### config.mk
export PLATFORM = sky130hd
export DESIGN_NAME = seg_disp_sched_flat
export DESIGN_NICKNAME = d
export VERILOG_FILES = /design/src/rtl/seg_disp_sched_if.sv /design/src/rtl/seg_disp_sched.sv /design/src/flat_wrapper.sv
export SDC_FILE = /design/constraint.sdc
export NUM_CORES = 1
export LEC_CHECK = 0
export CAP_MARGIN = 10
export CORE_ASPECT_RATIO = 0.6
export CORE_MARGIN = 3
export CORE_UTILIZATION = 44
export CTS_BUF_LIST = sky130_fd_sc_hd__clkbuf_8 sky130_fd_sc_hd__clkbuf_16
export CTS_CLUSTER_DIAMETER = 80
export DETAILED_ROUTE_END_ITERATION = 8
export HOLD_SLACK_MARGIN = 0.02
export PLACE_DENSITY = 0.73
export SLEW_MARGIN = 20
export SYNTH_ARGS = -nofsm -noshare
export SYNTH_HDL_FRONTEND = slang
export SYNTH_SLANG_ARGS = --single-unit
### constraint.sdc
create_clock -name clk -period 3.2 [get_ports clk]
set_clock_uncertainty 0.15 [all_clocks]
set_input_delay 0.8 -clock clk [delete_from_list [all_inputs] [get_ports clk]]
set_output_delay 0.8 -clock clk [all_outputs]
set_load 0.03 [all_outputs]
### src/rtl/seg_disp_sched_if.sv
// Bundle between display sources, the scheduler and the 7-segment multiplexer.
// Master drives sources and controls; slave is the scheduler.
interface seg_disp_sched_if;
    logic [63:0] src_number;
    logic [15:0] src_dot;
    logic [3:0]  src_valid;
    logic [3:0]  urgent;
    logic        auto_en;
    logic        btn_next;
    logic [15:0] number;
    logic [3:0]  dot;
    logic [1:0]  cur_src;
    logic        urgent_act;
    logic        scan_en;

    modport master (
        output src_number, src_dot, src_valid, urgent,
        output auto_en, btn_next,
        input  number, dot, cur_src, urgent_act, scan_en
    );

    modport slave (
        input  src_number, src_dot, src_valid, urgent,
        input  auto_en, btn_next,
        output number, dot, cur_src, urgent_act, scan_en
    );
endinterface

### src/rtl/seg_disp_sched.sv
// Picks which of four sources the 7-segment display shows:
// timed rotation, manual stepping and urgent one-shot overrides.
module seg_disp_sched #(
    parameter int TICK_DIV     = 50000,
    parameter int HOLD_TICKS   = 1000,
    parameter int URGENT_TICKS = 2000,
    parameter int SCAN_DIV     = 1000
) (
    input  logic             clk,
    input  logic             nrst,
    seg_disp_sched_if.slave  bus
);
    localparam int TW = (TICK_DIV > 1) ? $clog2(TICK_DIV) : 1;
    localparam int HW = (HOLD_TICKS > 1) ? $clog2(HOLD_TICKS) : 1;
    localparam int UW = (URGENT_TICKS > 1) ? $clog2(URGENT_TICKS) : 1;
    localparam int SW = (SCAN_DIV > 1) ? $clog2(SCAN_DIV) : 1;

    typedef enum logic [1:0] {ROTATE, MANUAL, URGENT} state_t;

    state_t        state, n_state, mode;
    logic [TW-1:0] tick_cnt;
    logic [SW-1:0] scan_cnt;
    logic [HW-1:0] hold_cnt, n_hold;
    logic [UW-1:0] urg_cnt, n_urg;
    logic [1:0]    cur_r, n_src, saved, n_saved, win;
    logic [2:0]    bsync;
    logic [3:0]    urg_prev, urg_edge;
    logic          tick, step, show;
    logic [15:0]   num_r, n_num;
    logic [3:0]    dot_r, n_dot;
    logic          act_r, scan_r;

    function automatic logic [1:0] adv(input logic [1:0] s,
                                       input logic [3:0] v);
        logic [1:0] r;
        r = s;
        // descending so the nearest valid successor wins
        for (int k = 3; k >= 1; k--)
            if (v[s + 2'(k)]) r = s + 2'(k);
        return r;
    endfunction

    assign tick     = (tick_cnt == TW'(TICK_DIV - 1));
    assign step     = bsync[1] & ~bsync[2];
    assign urg_edge = bus.urgent & ~urg_prev;
    assign mode     = bus.auto_en ? ROTATE : MANUAL;

    always_comb begin
        win = 2'd0;
        priority case (1'b1)
            urg_edge[0]: win = 2'd0;
            urg_edge[1]: win = 2'd1;
            urg_edge[2]: win = 2'd2;
            urg_edge[3]: win = 2'd3;
            default:     win = 2'd0;
        endcase
    end

    always_comb begin
        n_state = state;
        n_src   = cur_r;
        n_hold  = hold_cnt;
        n_urg   = urg_cnt;
        n_saved = saved;
        if (|urg_edge) begin
            n_state = URGENT;
            n_src   = win;
            n_urg   = '0;
            n_hold  = '0;
            if (state != URGENT) n_saved = cur_r;
        end else if (state == URGENT) begin
            if (tick) begin
                if (urg_cnt == UW'(URGENT_TICKS - 1)) begin
                    n_state = mode;
                    n_src   = saved;
                    n_hold  = '0;
                    n_urg   = '0;
                end else begin
                    n_urg = urg_cnt + UW'(1);
                end
            end
        end else if (step) begin
            n_state = mode;
            n_src   = adv(cur_r, bus.src_valid);
            n_hold  = '0;
        end else if (state != mode) begin
            n_state = mode;
            n_hold  = '0;
        end else if (state == ROTATE && tick) begin
            if (hold_cnt == HW'(HOLD_TICKS - 1)) begin
                n_src  = adv(cur_r, bus.src_valid);
                n_hold = '0;
            end else begin
                n_hold = hold_cnt + HW'(1);
            end
        end
        // an override is shown even if its source is not valid
        show  = (n_state == URGENT) || bus.src_valid[n_src];
        n_num = show ? bus.src_number[{n_src, 4'b0} +: 16] : 16'h0;
        n_dot = show ? bus.src_dot[{n_src, 2'b0} +: 4] : 4'h0;
    end

    always_ff @(posedge clk or negedge nrst) begin
        if (!nrst) begin
            tick_cnt <= '0;
            scan_cnt <= '0;
            scan_r   <= 1'b0;
            bsync    <= '0;
            urg_prev <= '0;
        end else begin
            tick_cnt <= tick ? '0 : tick_cnt + TW'(1);
            if (scan_cnt == SW'(SCAN_DIV - 1)) scan_cnt <= '0;
            else scan_cnt <= scan_cnt + SW'(1);
            scan_r   <= (scan_cnt == SW'(SCAN_DIV - 1));
            bsync    <= {bsync[1:0], bus.btn_next};
            urg_prev <= bus.urgent;
        end
    end

    always_ff @(posedge clk or negedge nrst) begin
        if (!nrst) begin
            state    <= ROTATE;
            cur_r    <= 2'd0;
            saved    <= 2'd0;
            hold_cnt <= '0;
            urg_cnt  <= '0;
            num_r    <= 16'h0;
            dot_r    <= 4'h0;
            act_r    <= 1'b0;
        end else begin
            state    <= n_state;
            cur_r    <= n_src;
            saved    <= n_saved;
            hold_cnt <= n_hold;
            urg_cnt  <= n_urg;
            num_r    <= n_num;
            dot_r    <= n_dot;
            act_r    <= (n_state == URGENT);
        end
    end

    assign bus.number     = num_r;
    assign bus.dot        = dot_r;
    assign bus.cur_src    = cur_r;
    assign bus.urgent_act = act_r;
    assign bus.scan_en    = scan_r;
endmodule

### src/flat_wrapper.sv
// flat-port wrapper written by rule: the top's interface ports become plain ports
module seg_disp_sched_flat 
#(
    parameter int TICK_DIV     = 50000,
    parameter int HOLD_TICKS   = 1000,
    parameter int URGENT_TICKS = 2000,
    parameter int SCAN_DIV     = 1000
)
  (clk, nrst, bus_src_number, bus_src_dot, bus_src_valid, bus_urgent, bus_auto_en, bus_btn_next, bus_number, bus_dot, bus_cur_src, bus_urgent_act, bus_scan_en);
  seg_disp_sched_if bus_i ();
  input  logic clk;
  input  logic nrst;
  input wire logic [$bits(bus_i.src_number)-1:0] bus_src_number;
  input wire logic [$bits(bus_i.src_dot)-1:0] bus_src_dot;
  input wire logic [$bits(bus_i.src_valid)-1:0] bus_src_valid;
  input wire logic [$bits(bus_i.urgent)-1:0] bus_urgent;
  input wire logic [$bits(bus_i.auto_en)-1:0] bus_auto_en;
  input wire logic [$bits(bus_i.btn_next)-1:0] bus_btn_next;
  output wire logic [$bits(bus_i.number)-1:0] bus_number;
  output wire logic [$bits(bus_i.dot)-1:0] bus_dot;
  output wire logic [$bits(bus_i.cur_src)-1:0] bus_cur_src;
  output wire logic [$bits(bus_i.urgent_act)-1:0] bus_urgent_act;
  output wire logic [$bits(bus_i.scan_en)-1:0] bus_scan_en;
  assign bus_i.src_number = bus_src_number;
  assign bus_i.src_dot = bus_src_dot;
  assign bus_i.src_valid = bus_src_valid;
  assign bus_i.urgent = bus_urgent;
  assign bus_i.auto_en = bus_auto_en;
  assign bus_i.btn_next = bus_btn_next;
  assign bus_number = bus_i.number;
  assign bus_dot = bus_i.dot;
  assign bus_cur_src = bus_i.cur_src;
  assign bus_urgent_act = bus_i.urgent_act;
  assign bus_scan_en = bus_i.scan_en;
  seg_disp_sched #(.TICK_DIV(TICK_DIV), .HOLD_TICKS(HOLD_TICKS), .URGENT_TICKS(URGENT_TICKS), .SCAN_DIV(SCAN_DIV)) u_core (.clk(clk), .nrst(nrst), .bus(bus_i));
endmodule
==> results.ini <==
[critical_path]
cp_max_fo = 8
crit_type = input port to register
cp-end-kind = register
arrival_ns = 3.24
reg2reg_slack_ns = 0.07
setup.worst_path.start_class = input port
worst_ep_required_time_ns = 3.27

[floorplanning]
rows = 27
initial_core_util = 0.4688
pin_count = 116
die_w_um = 135.8
fp.coreArea_um2 = 9493
die_h_um = 83.91
dieArea_um2 = 11400

[clock_tree]
clkSlewWorstSetupHoldPaths_ns = 0.07
clk_latency_ns = 0.35
tritoncts = built
htree_levels = 3
cts_hold_buf = 0
cts_buffers = 9
clockRootBuffer = clkbuf_16
clockBufferDepth = 2
cts_sinks = 82

[hold_path]
hp-class = register to register

[logic_synthesis]
synth_edf_count = 0
yosys_warnings = 0
synth_area_per_cell_um2 = 10.37
ys_ff_latch = 82
synth_ff_type = dfrtp_1
yosys.area.top_type_share = 0.4611
postSynthCellCount = 429
netlist_area_um2 = 4451
yosysUniqueCellTypes = 55
synth.area.top_cells = dfrtp_1 46%, a211oi_2 5.6%, mux2i_1 5.6%
synth_area_leader_cell = dfrtp_1
ys_seq_area_frac = 0.4611
async_flop_share = 1.000
syn_nets = 525

[detailed_routing]
routed_wl_um = 12050
wl_met3_um = 425
wire_per_inst_um = 16.67
vias = 3858
drtIter0Drc = 276
drc_errors = 0
drtPass1Iterations = 5
met2_length_um = 5689
viasPerCell = 5.336
ant_nets = 0
dr.max_layer_used = met4
met1Wirelength_um = 5831

[power]
p_total_mw = 2.837
power.leakage_nw = 2.785
powerDensity_nw_per_um2 = 439.9
ir_drop_mv = 0.2564

[sta]
slew_headroom = 0.5704
slew_viol_final = 0
tightest_slew_ns = 0.6385
layout_setup_ws_ns = 0.02311
finalSetupViolCount = 0
holdWs_ns = 0.2017
period_minus_slack_ns = 3.177
fin_crit_sh = 0.9928
fmax_ghz = 0.3148
hold_viol = 0

[grt]
grt_usage = 0.2107
grt_pass1_wl_um = 19140
overflow = 0
grt_pass1_vias = 3851
grt_start_max_net_pins = 45
antenna_found_initial = 0

[place]
dp_hpwl_um = 8832
dp.cells = 701
place_ws_ns = -0.3254
gp_congestion = 0.8281
port-buffer-count = 115

[final_layout]
fin_cells = 723
n_antenna_cell = 0
fin_nets = 684
area_delta_synth_final_pct = 44.93
final_common_cell = clkdlybuf4s50_1
most-common-layout-cells = 110 x clkdlybuf4s50_1, 82 x dfrtp_1, 54 x nor2_1
drive_gt1_frac = 0.2142

[run_status]
status = complete, no violations

[flow_run]
maxCapViolCount = 0

cells in the mapped netlist (3+ instances only):
library cell / number
nand2_1: 32
a211oi_2: 20
dfrtp_1: 82
nand4_1: 9
o31ai_1: 5
nor3_1: 4
nor2_1: 54
mux2i_1: 25
nand2b_1: 10
or3_1: 3
a21oi_1: 9
nor2b_1: 9
nand3_1: 17
xor2_1: 12
mux2_2: 22
o21ai_0: 35
xnor2_1: 7
inv_1: 4
and3_1: 11
clkbuf_1: 9
ha_1: 4
buf_6: 3
final timing paths:
path	startpoint	endpoint	depth (start not counted)
worst max-delay path	bus_src_valid[3]	u_core.bus.number[13]$_DFF_PN0_	10
worst max register to register	u_core.urg_cnt[1]$_DFFE_PN0P_	u_core.bus.number[13]$_DFF_PN0_	11
worst min register to register	u_core.bsync[0]$_DFF_PN0_	u_core.bsync[1]$_DFF_PN0_	0
min in group asynchronous	nrst	u_core.hold_cnt[5]$_DFFE_PN0P_	1
max in group asynchronous	nrst	u_core.urg_cnt[5]$_DFFE_PN0P_	2
worst min-delay path	u_core.bsync[0]$_DFF_PN0_	u_core.bsync[1]$_DFF_PN0_	0
final cells by class:
cell class                 instances  area [um^2]
clock inverter                     7        76.32
tap                              130        162.7
sequential                        82         2052
timing repair buffer             165         1600
clock buffer                       9        225.2
fill                             737         3043
multi-input combinational        325         2311
inverter                           5        22.52
state kept, by name (all words and copies together) (netlist names):
name,cells
u_core.bsync,3
u_core.bus.cur_src,2
u_core.bus.dot,4
u_core.bus.number,16
u_core.bus.scan_en,1
u_core.bus.urgent_act,1
u_core.hold_cnt,10
u_core.saved,2
u_core.scan_cnt,10
u_core.state,2
u_core.tick_cnt,16
u_core.urg_cnt,11
u_core.urg_prev,4
power breakdown:
part,leakage [nW],internal [mW],switching [mW],total [mW]
sequential,1.03,1.09,0.0247,1.11
clock,0.150,0.557,0.482,1.04
combinational,1.60,0.357,0.327,0.684
total,2.78,2.00,0.834,2.84
worst max-delay path, cell delays in order:
cell and delay (ns):
clkdlybuf4s50_1 0.51, and3b_1 0.18, nor3_1 0.05, or4_4 0.43, mux2i_4 0.21, nor3_4 0.08, mux2_4 0.33, o31ai_4 0.35
clkbuf_16 0.25, a211oi_2 0.04
routing by layer:
metal / global-route usage / vias up
met5: 0 / -
met4: 0.04666 / 0
met3: 0.05060 / 12
met2: 0.3227 / 75
met1: 0.3034 / 1906
li1: - / 1865
stage by stage:
stage               instance area, um^2  TNS [ns]  utilization
floorplan                          4451         0            -
global placement                   6008    -6.334       0.6329
detailed placement                 6008    -7.448       0.6329
CTS                                6317         0       0.6655
global route                       6450    -1.016       0.6795
finish                             6450         0       0.6795
what timing repair did:
item	4_1_cts	5_1_grt
gates cloned	0	1
buffers inserted	0	5
pin swaps	0	2
setup endpoints to repair	20	23
resized for setup	2	19
logic make-up after synthesis:
group,share of synthesized area
muxes,0.1153
DFF,0.4611
AOI/OAI and AO/OA,0.1397
and+or+nand+nor,0.2019
buffers and inverters,0.03345
xor gates and xnor gates,0.03739
adders and majority gates,0.01125
(Power assumes the default switching activity.)
